**config.mk**
```make
export PLATFORM = sky130hd
export DESIGN_NAME = instruction_fetch
export DESIGN_NICKNAME = d
export VERILOG_FILES = /design/src/rtl/instruction_fetch.sv
export SDC_FILE = /design/constraint.sdc
export NUM_CORES = 1
export LEC_CHECK = 0
export CELL_PAD_IN_SITES_DETAIL_PLACEMENT = 0
export CELL_PAD_IN_SITES_GLOBAL_PLACEMENT = 2
export CORE_UTILIZATION = 33
export DETAILED_ROUTE_END_ITERATION = 8
export PLACE_DENSITY = 0.83
export SLEW_MARGIN = 20
export SYNTH_ARGS = -nofsm -noshare
export SYNTH_HDL_FRONTEND = slang
export SYNTH_SLANG_ARGS = --single-unit
```
**constraint.sdc**
```tcl
create_clock -name clk_i -period 5.3 [get_ports clk_i]
set_input_delay 1.06 -clock clk_i [delete_from_list [all_inputs] [get_ports clk_i]]
set_output_delay 1.06 -clock clk_i [all_outputs]
set_load 0.03 [all_outputs]
```
**src/rtl/instruction_fetch.sv**
```systemverilog
// Instruction fetch stage: single-outstanding IMEM requester feeding the IF/ID register.
// Performance counters are built only when IF_PERF_CNT_EN is defined.
module instruction_fetch #(
  parameter logic [63:0] RESET_PC = 64'h0
) (
  input  logic        clk_i,
  input  logic        rst_n_i,
  input  logic        pc_src_i,
  input  logic [63:0] branch_pc_i,
  input  logic        pc_en_i,
  input  logic        if_en_i,
  input  logic        flush_i,
  output logic        imem_req_o,
  output logic [63:0] imem_addr_o,
  input  logic        imem_gnt_i,
  input  logic        imem_rvalid_i,
  input  logic [31:0] imem_rdata_i,
  output logic [31:0] instr_o,
  output logic [63:0] pc_o,
  output logic        valid_o,
  output logic [31:0] fetch_cnt_o,
  output logic [31:0] drop_cnt_o
);
  typedef enum logic [1:0] {REQ = 2'd0, WAIT = 2'd1, HOLD = 2'd2, DROP = 2'd3} state_t;

  // state is the FSM debug view; HOLD means the one-entry hold buffer is full.
  state_t      state, state_nxt;
  logic [63:0] pc, pc_nxt;
  logic [63:0] fetch_pc;
  logic [31:0] hold_instr, hold_instr_nxt;
  logic [31:0] instr_q;
  logic [63:0] pc_q;
  logic        valid_q;
  logic        req_ok;
  logic        granted;
  logic        load_id;
  logic [31:0] load_instr;
  logic [63:0] branch_target;

  // Handshake: an address transfers when imem_req_o and imem_gnt_i are high in the same
  // cycle; the single outstanding response returns later as an imem_rvalid_i pulse with
  // no back-pressure, so the FSM must always be able to absorb or discard it.
  assign branch_target = branch_pc_i & ~64'h3;
  assign imem_req_o    = (state == REQ) && pc_en_i && req_ok;
  assign imem_addr_o   = pc;
  assign granted       = imem_req_o && imem_gnt_i;

  assign instr_o = instr_q;
  assign pc_o    = pc_q;
  assign valid_o = valid_q;

  always_comb begin
    state_nxt      = state;
    pc_nxt         = pc;
    hold_instr_nxt = hold_instr;
    load_id        = 1'b0;
    load_instr     = imem_rdata_i;
    if (pc_src_i) begin
      pc_nxt = branch_target;
      unique case (state)
        REQ:  state_nxt = granted ? DROP : REQ;
        WAIT: state_nxt = imem_rvalid_i ? REQ : DROP;
        HOLD: state_nxt = REQ;
        DROP: state_nxt = imem_rvalid_i ? REQ : DROP;
      endcase
    end else if (flush_i) begin
      // PC is not advanced, so a discarded or buffered instruction is fetched again.
      unique case (state)
        REQ:        if (granted) state_nxt = WAIT;
        WAIT, DROP: if (imem_rvalid_i) state_nxt = REQ;
        HOLD: begin
          state_nxt = REQ;
          pc_nxt    = fetch_pc;
        end
      endcase
    end else begin
      unique case (state)
        REQ: if (granted) state_nxt = WAIT;
        WAIT: begin
          if (imem_rvalid_i) begin
            pc_nxt = fetch_pc + 64'd4;
            if (if_en_i) begin
              load_id   = 1'b1;
              state_nxt = REQ;
            end else begin
              hold_instr_nxt = imem_rdata_i;
              state_nxt      = HOLD;
            end
          end
        end
        HOLD: begin
          if (if_en_i) begin
            load_id    = 1'b1;
            load_instr = hold_instr;
            state_nxt  = REQ;
          end
        end
        DROP: if (imem_rvalid_i) state_nxt = REQ;
      endcase
    end
  end

  // req_ok keeps the request low for the first cycle after reset release.
  always_ff @(posedge clk_i or negedge rst_n_i) begin
    if (!rst_n_i) begin
      state      <= REQ;
      pc         <= RESET_PC;
      fetch_pc   <= RESET_PC;
      hold_instr <= '0;
      req_ok     <= 1'b0;
    end else begin
      state      <= state_nxt;
      pc         <= pc_nxt;
      hold_instr <= hold_instr_nxt;
      req_ok     <= 1'b1;
      if (granted) fetch_pc <= pc;
    end
  end

  always_ff @(posedge clk_i or negedge rst_n_i) begin
    if (!rst_n_i) begin
      instr_q <= 32'h0000_0013;
      pc_q    <= '0;
      valid_q <= 1'b0;
    end else if (pc_src_i || flush_i) begin
      valid_q <= 1'b0;
    end else if (load_id) begin
      instr_q <= load_instr;
      pc_q    <= fetch_pc;
      valid_q <= 1'b1;
    end else if (if_en_i) begin
      valid_q <= 1'b0;
    end
  end

`ifdef IF_PERF_CNT_EN
  logic [31:0] fetch_cnt, drop_cnt;
  logic        drop_evt;

  assign drop_evt = imem_rvalid_i &&
                    ((state == DROP) || ((state == WAIT) && (pc_src_i || flush_i)));

  always_ff @(posedge clk_i or negedge rst_n_i) begin
    if (!rst_n_i) begin
      fetch_cnt <= '0;
      drop_cnt  <= '0;
    end else begin
      if (load_id && (fetch_cnt != 32'hFFFF_FFFF)) fetch_cnt <= fetch_cnt + 32'd1;
      if (drop_evt && (drop_cnt != 32'hFFFF_FFFF)) drop_cnt <= drop_cnt + 32'd1;
    end
  end

  assign fetch_cnt_o = fetch_cnt;
  assign drop_cnt_o  = drop_cnt;
`else
  assign fetch_cnt_o = '0;
  assign drop_cnt_o  = '0;
`endif

endmodule
```
## After elaboration in Yosys (flattened, before gate mapping)

Cells that the tools add are included.

| storage, ports and cells | value |
|---|---|
| register bits | 260 |
| output and inout bits | 226 |
| logic and storage cells | 60 |

| operators by class | value |
|---|---|
| add/sub/neg operators | 1 |
| equal/unequal tests | 6 |
| mux-type cells | 29 |
| bitwise logic cells | 3 |
| reductions and logical operators | 13 |

Operators by type and width:

| cell | number |
|---|---|
| 64-bit two-way mux | 5 |
| 32-bit two-way mux | 4 |
| 64-bit by 3-bit adder with 64-bit output, second input constant | 1 |
| 2-bit two-way mux | 9 |
| 2-bit one-hot mux with 3 select lines | 2 |
| 3-bit nonzero test | 3 |
| 4-bit != test, second input constant | 2 |
| 2-bit one-hot mux with 4 select lines | 1 |
| 1-bit two-way mux | 7 |
| 2-bit == test, second input constant | 2 |
| 2-bit AND reduction | 2 |
| 4-bit AND reduction | 1 |
| 1-bit logical AND | 3 |
| 3-bit by 2-bit != test with 1-bit output, second input constant | 1 |
| 1-bit inverter | 3 |
| 3-bit AND reduction | 1 |
| 2-bit by 1-bit == test with 1-bit output, second input constant | 1 |
| 2-bit logical NOT | 1 |
| 1-bit one-hot mux with 2 select lines | 1 |
| 2-bit OR reduction | 1 |
| 1-bit logical OR | 1 |

## Depth between registers and ports, before layout

| depth | value |
|---|---|
| word-level depth | 8 |
| mapped depth | 9 |

## Worst setup path before layout

OpenSTA, ideal clock, no wires.

| path | value |
|---|---|
| path kind | input-to-reg |
| start | in flush_i |
| end | reg pc[63], in the netlist imem_addr_o[63] |
| library setup time | 137 ps |
| arrival | 2981 ps |
| data required time | 5163 ps |
| setup slack | 2182 ps |
| cell stages on the path | 8 |
| path buffers | 2 |
| cell sequence | and4b_1 > buf_4 > nand4_4 > or4_4 > buf_6 > or4_4 > xor2_1 > o221ai_2 |

| between the ends | value |
|---|---|
| word-level cells in the longest chain between the ends | 2 |
| elaborated cells between the ends (all ways) | 6 |
| classes of those cells | eq/ne (1); mux (2); reduce/logical (3) |

RTL lines:

| item | RTL line | text |
|---|---|---|
| from (decl) | 12 | `input logic flush_i,` |
| 3-bit by 2-bit != test with 1-bit output (no source line), or another cell as far along | -- |  |
| 3-bit AND reduction (no source line) or 64-bit two-way mux (tied branches) | -- |  |
| to (signal assigned) | 113 | `pc <= pc_nxt;` |
| to (decl) | 28 | `logic [63:0] pc, pc_nxt;` |

Several ways; a longest one is shown, not always the timed one.
A chain may end at the register's enable or synchronous reset.

## Worst setup path after layout

Ends and elaborated chain as after synthesis.

==> qor.yml <==
power_and_ir_drop:
  sequentialPowerShare_pct: 38.9
  p_switching_mw: 3.18
  pwr-share-comb_pct: 36.2
  total_power_mw: 8.68
  intPower_mw: 5.50
  pwr-share-clk_pct: 25.0
  max-vdd-ir-drop_mv: 0.315
  p_sw_share_pct: 36.7
  power_leakage_nw: 7.01
  power.density_nw_per_um2: 533
clock_tree:
  cts_tree: "done"
  cts_root_buffer: "clkbuf_16"
  post_cts_buffers: 0
  insertion_delay_ns: 0.55
  ctsResizeCount: 0
  clock_path_buffers: 3
  htreeDepth: 1
  cts.sinks: 260
  cts_hold_buffers: 0
  clk_pin_slew_ns: 0.06
  tritoncts.num_buffers: 30
setup_path:
  crit_chain: "clkdlybuf4s50_1, buf_4, and4b_1, nand4_4, or4_4, or4_4, xor2_1, o221ai_2"
  startpoint_type: "input pin"
  required_ns: 5.72
  cp_num_buf_inv: 2
  worst-setup-path-type: "in2reg"
  cpMaxStageDelayCell: "or4_4"
  crit_top_cell: "or4_4"
  arrival_ns: 3.85
  r2r_setup_slack_ns: 2.52
  crit_family: "simple AND/OR/NAND/NOR gates"
  cpPeakStageDelay_ns: 0.65
  r2r_cells: 6
  rr_endpoint: "imem_addr_o[47]"
  r2r-start: "fetch_pc[40]"
  worst_setup_path_end_kind: "register"
  crit_fanout: 12
die:
  die_area_um2: 38000
  rows: 70
  ioPinCount: 330
  die_y_um: 195
  core_area_um2: 36600
  start_util_pct: 33.5
  die_w_um: 195
sta:
  period_share_pct: 64.7
  hold_viol: 0
  setup_tns_ns: 0
  maxSlewViolCount: 0
  fin_hold_ws_ns: 0.403
  tightest_slew_ns: 1.15
  rsz0062_at_grt: "no"
  setup_viol: 0
  slew_headroom_pct: 22.7
  fin_skew_ns: 0.0109
  final.setup.worst_slack_ns: 1.87
  fmax_ghz: 0.291
  post-route-min-period_ns: 3.43
logic_synthesis:
  synth_cells: 1083
  ys_warn_count: 0
  yosysUniqueCellTypes: 45
  synth-seq-cells: 260
  synth_top_area_share_pct: 52.4
  synthArstFlopShare_pct: 100
  synth_edf_count: 0
  synth_ff_type: "dfrtp_1"
  synth_area_leaders: "dfrtp_1 52%, mux2_2 15%, buf_4 4.0%"
  yosysTopAreaCell: "dfrtp_1"
  yosysSeqAreaShare_pct: 53.0
  synth.avg_cell_area_um2: 11.3
  synthesis.area_um2: 12300
cells_and_area:
  fillers: 3488
  area_growth_pct: 32.8
  drive_gt1_share_pct: 18.2
  finalNetCount: 1444
global_route:
  grt_max_degree: 128
  use_met1_pct: 25.1
  met2_usage_pct: 27.9
  grt_pass1_wl_mm: 53.7
  top_usage_layer: "met2"
  grtUsageMet3_pct: 3.68
  track_usage_pct: 17.8
  overflow: 0
  grt_pass1_vias: 9190
  antenna_found_initial: 3
placement:
  place.port_buffers: 263
  hpwl_mm: 22.2
  place_ws_ns: 1.27
  finalWeightedCongestion: 0.759
drt:
  via_per_inst: 4.88
  vias: 8904
  dr.pass1.iters: 4
  drc: 0
  ant_nets: 0
  drtIter0Drc: 341
  wl_per_cell_um: 18.5
  finalWirelength_mm: 33.7
min_path:
  hold_path_class: "in2async"
flow_run:
  maxCapViolCount: 0
outcome:
  run_status: "complete, no violations"
## cells in the final DEF, fill, tap and decap left out, drive strengths merged, types with 5 or more instances in the layout
master | Yosys | routed
nand4 | 10 | 10
nand3 | 32 | 32
ha | 5 | 5
inv | 22 | 23
a21oi | 45 | 45
nor3 | 25 | 25
xnor2 | 35 | 35
and3 | 13 | 13
a221oi | 9 | 9
buf | 81 | 20
xor2 | 24 | 24
dfrtp | 257 | 257
nor4 | 17 | 17
o21ai | 27 | 27
nand2 | 111 | 111
mux2 | 161 | 161
nor2 | 60 | 60
clkdlybuf4s50 | 0 | 261
conb | 2 | 65
mux2i | 47 | 47
o221ai | 28 | 28
clkbuf | 43 | 46
## synthesized netlist by cell type, types with 2 or more instances
| cell type | number |
|---|---|
| dfrtp_1 | 257 |
| mux2_2 | 161 |
| nand2_1 | 111 |
| buf_4 | 65 |
| nor2_1 | 60 |
| mux2i_1 | 47 |
| a21oi_1 | 45 |
| clkbuf_1 | 43 |
| xnor2_1 | 35 |
| nand3_1 | 32 |
| o21ai_0 | 26 |
| o221ai_1 | 26 |
| nor3_1 | 25 |
| xor2_1 | 24 |
| inv_1 | 22 |
| nor4_1 | 17 |
| buf_1 | 15 |
| and3_1 | 13 |
| a221oi_1 | 9 |
| nand4_1 | 9 |
| ha_1 | 5 |
| dfstp_2 | 3 |
| a22oi_1 | 2 |
| a31oi_1 | 2 |
| and4_1 | 2 |
| conb_1 | 2 |
| nand2b_1 | 2 |
| nor2b_1 | 2 |
| o221ai_2 | 2 |
| o31ai_1 | 2 |
| or3_1 | 2 |
| or4_4 | 2 |
## layout make-up
cell class	instances	area [µm²]	share of cell area [%]
Clock buffer	46	952	5.84
Tap cell	468	586	3.59
Multi-Input combinational cell	740	5230	32.1
Timing Repair Buffer	281	2840	17.4
Clock inverter	8	103	0.630
Antenna cell	1	2.50	0.0154
Sequential cell	260	6510	39.9
Inverter	22	82.6	0.507
## power groups by stage
stage | combinational [mW] | sequential [mW] | clock [mW]
6_report | 3.14 | 3.37 | 2.17
5_1_grt | 3.36 | 3.50 | 2.31
4_1_cts | 3.17 | 3.38 | 2.24
3_5_place_dp | 3.15 | 3.41 | 0
3_3_place_gp | 3.12 | 3.39 | 0
2_1_floorplan | 1.21 | 4.01 | 0
## worst register-to-register path: stages (launching register included)
cell and delay (ns):
dfrtp_1 0.46, and3_1 0.21, nand3_1 0.39, nor3_1 1.03
nand4_1 0.22, xor2_1 0.20, o221ai_1 0.14
## state kept, by name (all words and copies together), names as in the netlist
register,flops
fetch_pc,64
valid_o,1
imem_addr_o,64
state,2
req_ok,1
pc_o,64
instr_o,32
hold_instr,32
## routing by layer
metal	up-vias	wire length (µm)	share of wire, %
li1	4182	-	-
met1	4417	15800	47
met2	252	15200	45
met3	49	2040	6.0
met4	4	750	2.2
met5	-	27	0.080
## logic make-up after synthesis
group | after synthesis | synth area share, %
DFF | 260 | 53.0
buffers and inverters | 146 | 6.51
other | 2 | 0.0612
AOI/OAI and AO/OA | 119 | 6.31
adders and majority gates | 5 | 0.510
xor gates and xnor gates | 59 | 4.21
muxes | 208 | 18.6
and+or+nand+nor | 284 | 10.7
## worst max path at each step
stage / to / slack [ns] / cells past startpoint / start
6_report: imem_addr_o[63] / 1.87 / 8 / flush_i
5_1_grt: imem_addr_o[63] / 1.79 / 8 / flush_i
4_1_cts: imem_addr_o[63] / 1.86 / 8 / flush_i
3_5_place_dp: imem_addr_o[63] / 1.27 / 8 / flush_i
3_3_place_gp: imem_addr_o[63] / 1.32 / 8 / flush_i
2_1_floorplan: imem_addr_o[63] / 2.18 / 8 / flush_i
## metrics by stage
step | cell area [µm²] | utilization [%] | cells
after global placement | 15200 | 41.5 | 1769
after floorplan | 12500 | - | 1146
after detailed placement | 15200 | 41.5 | 1769
after CTS | 16200 | 44.4 | 1823
after global routing | 16300 | 44.5 | 1826
final | 16300 | 44.5 | 1826
No activity file was read; power rests on OpenSTA's default activity.
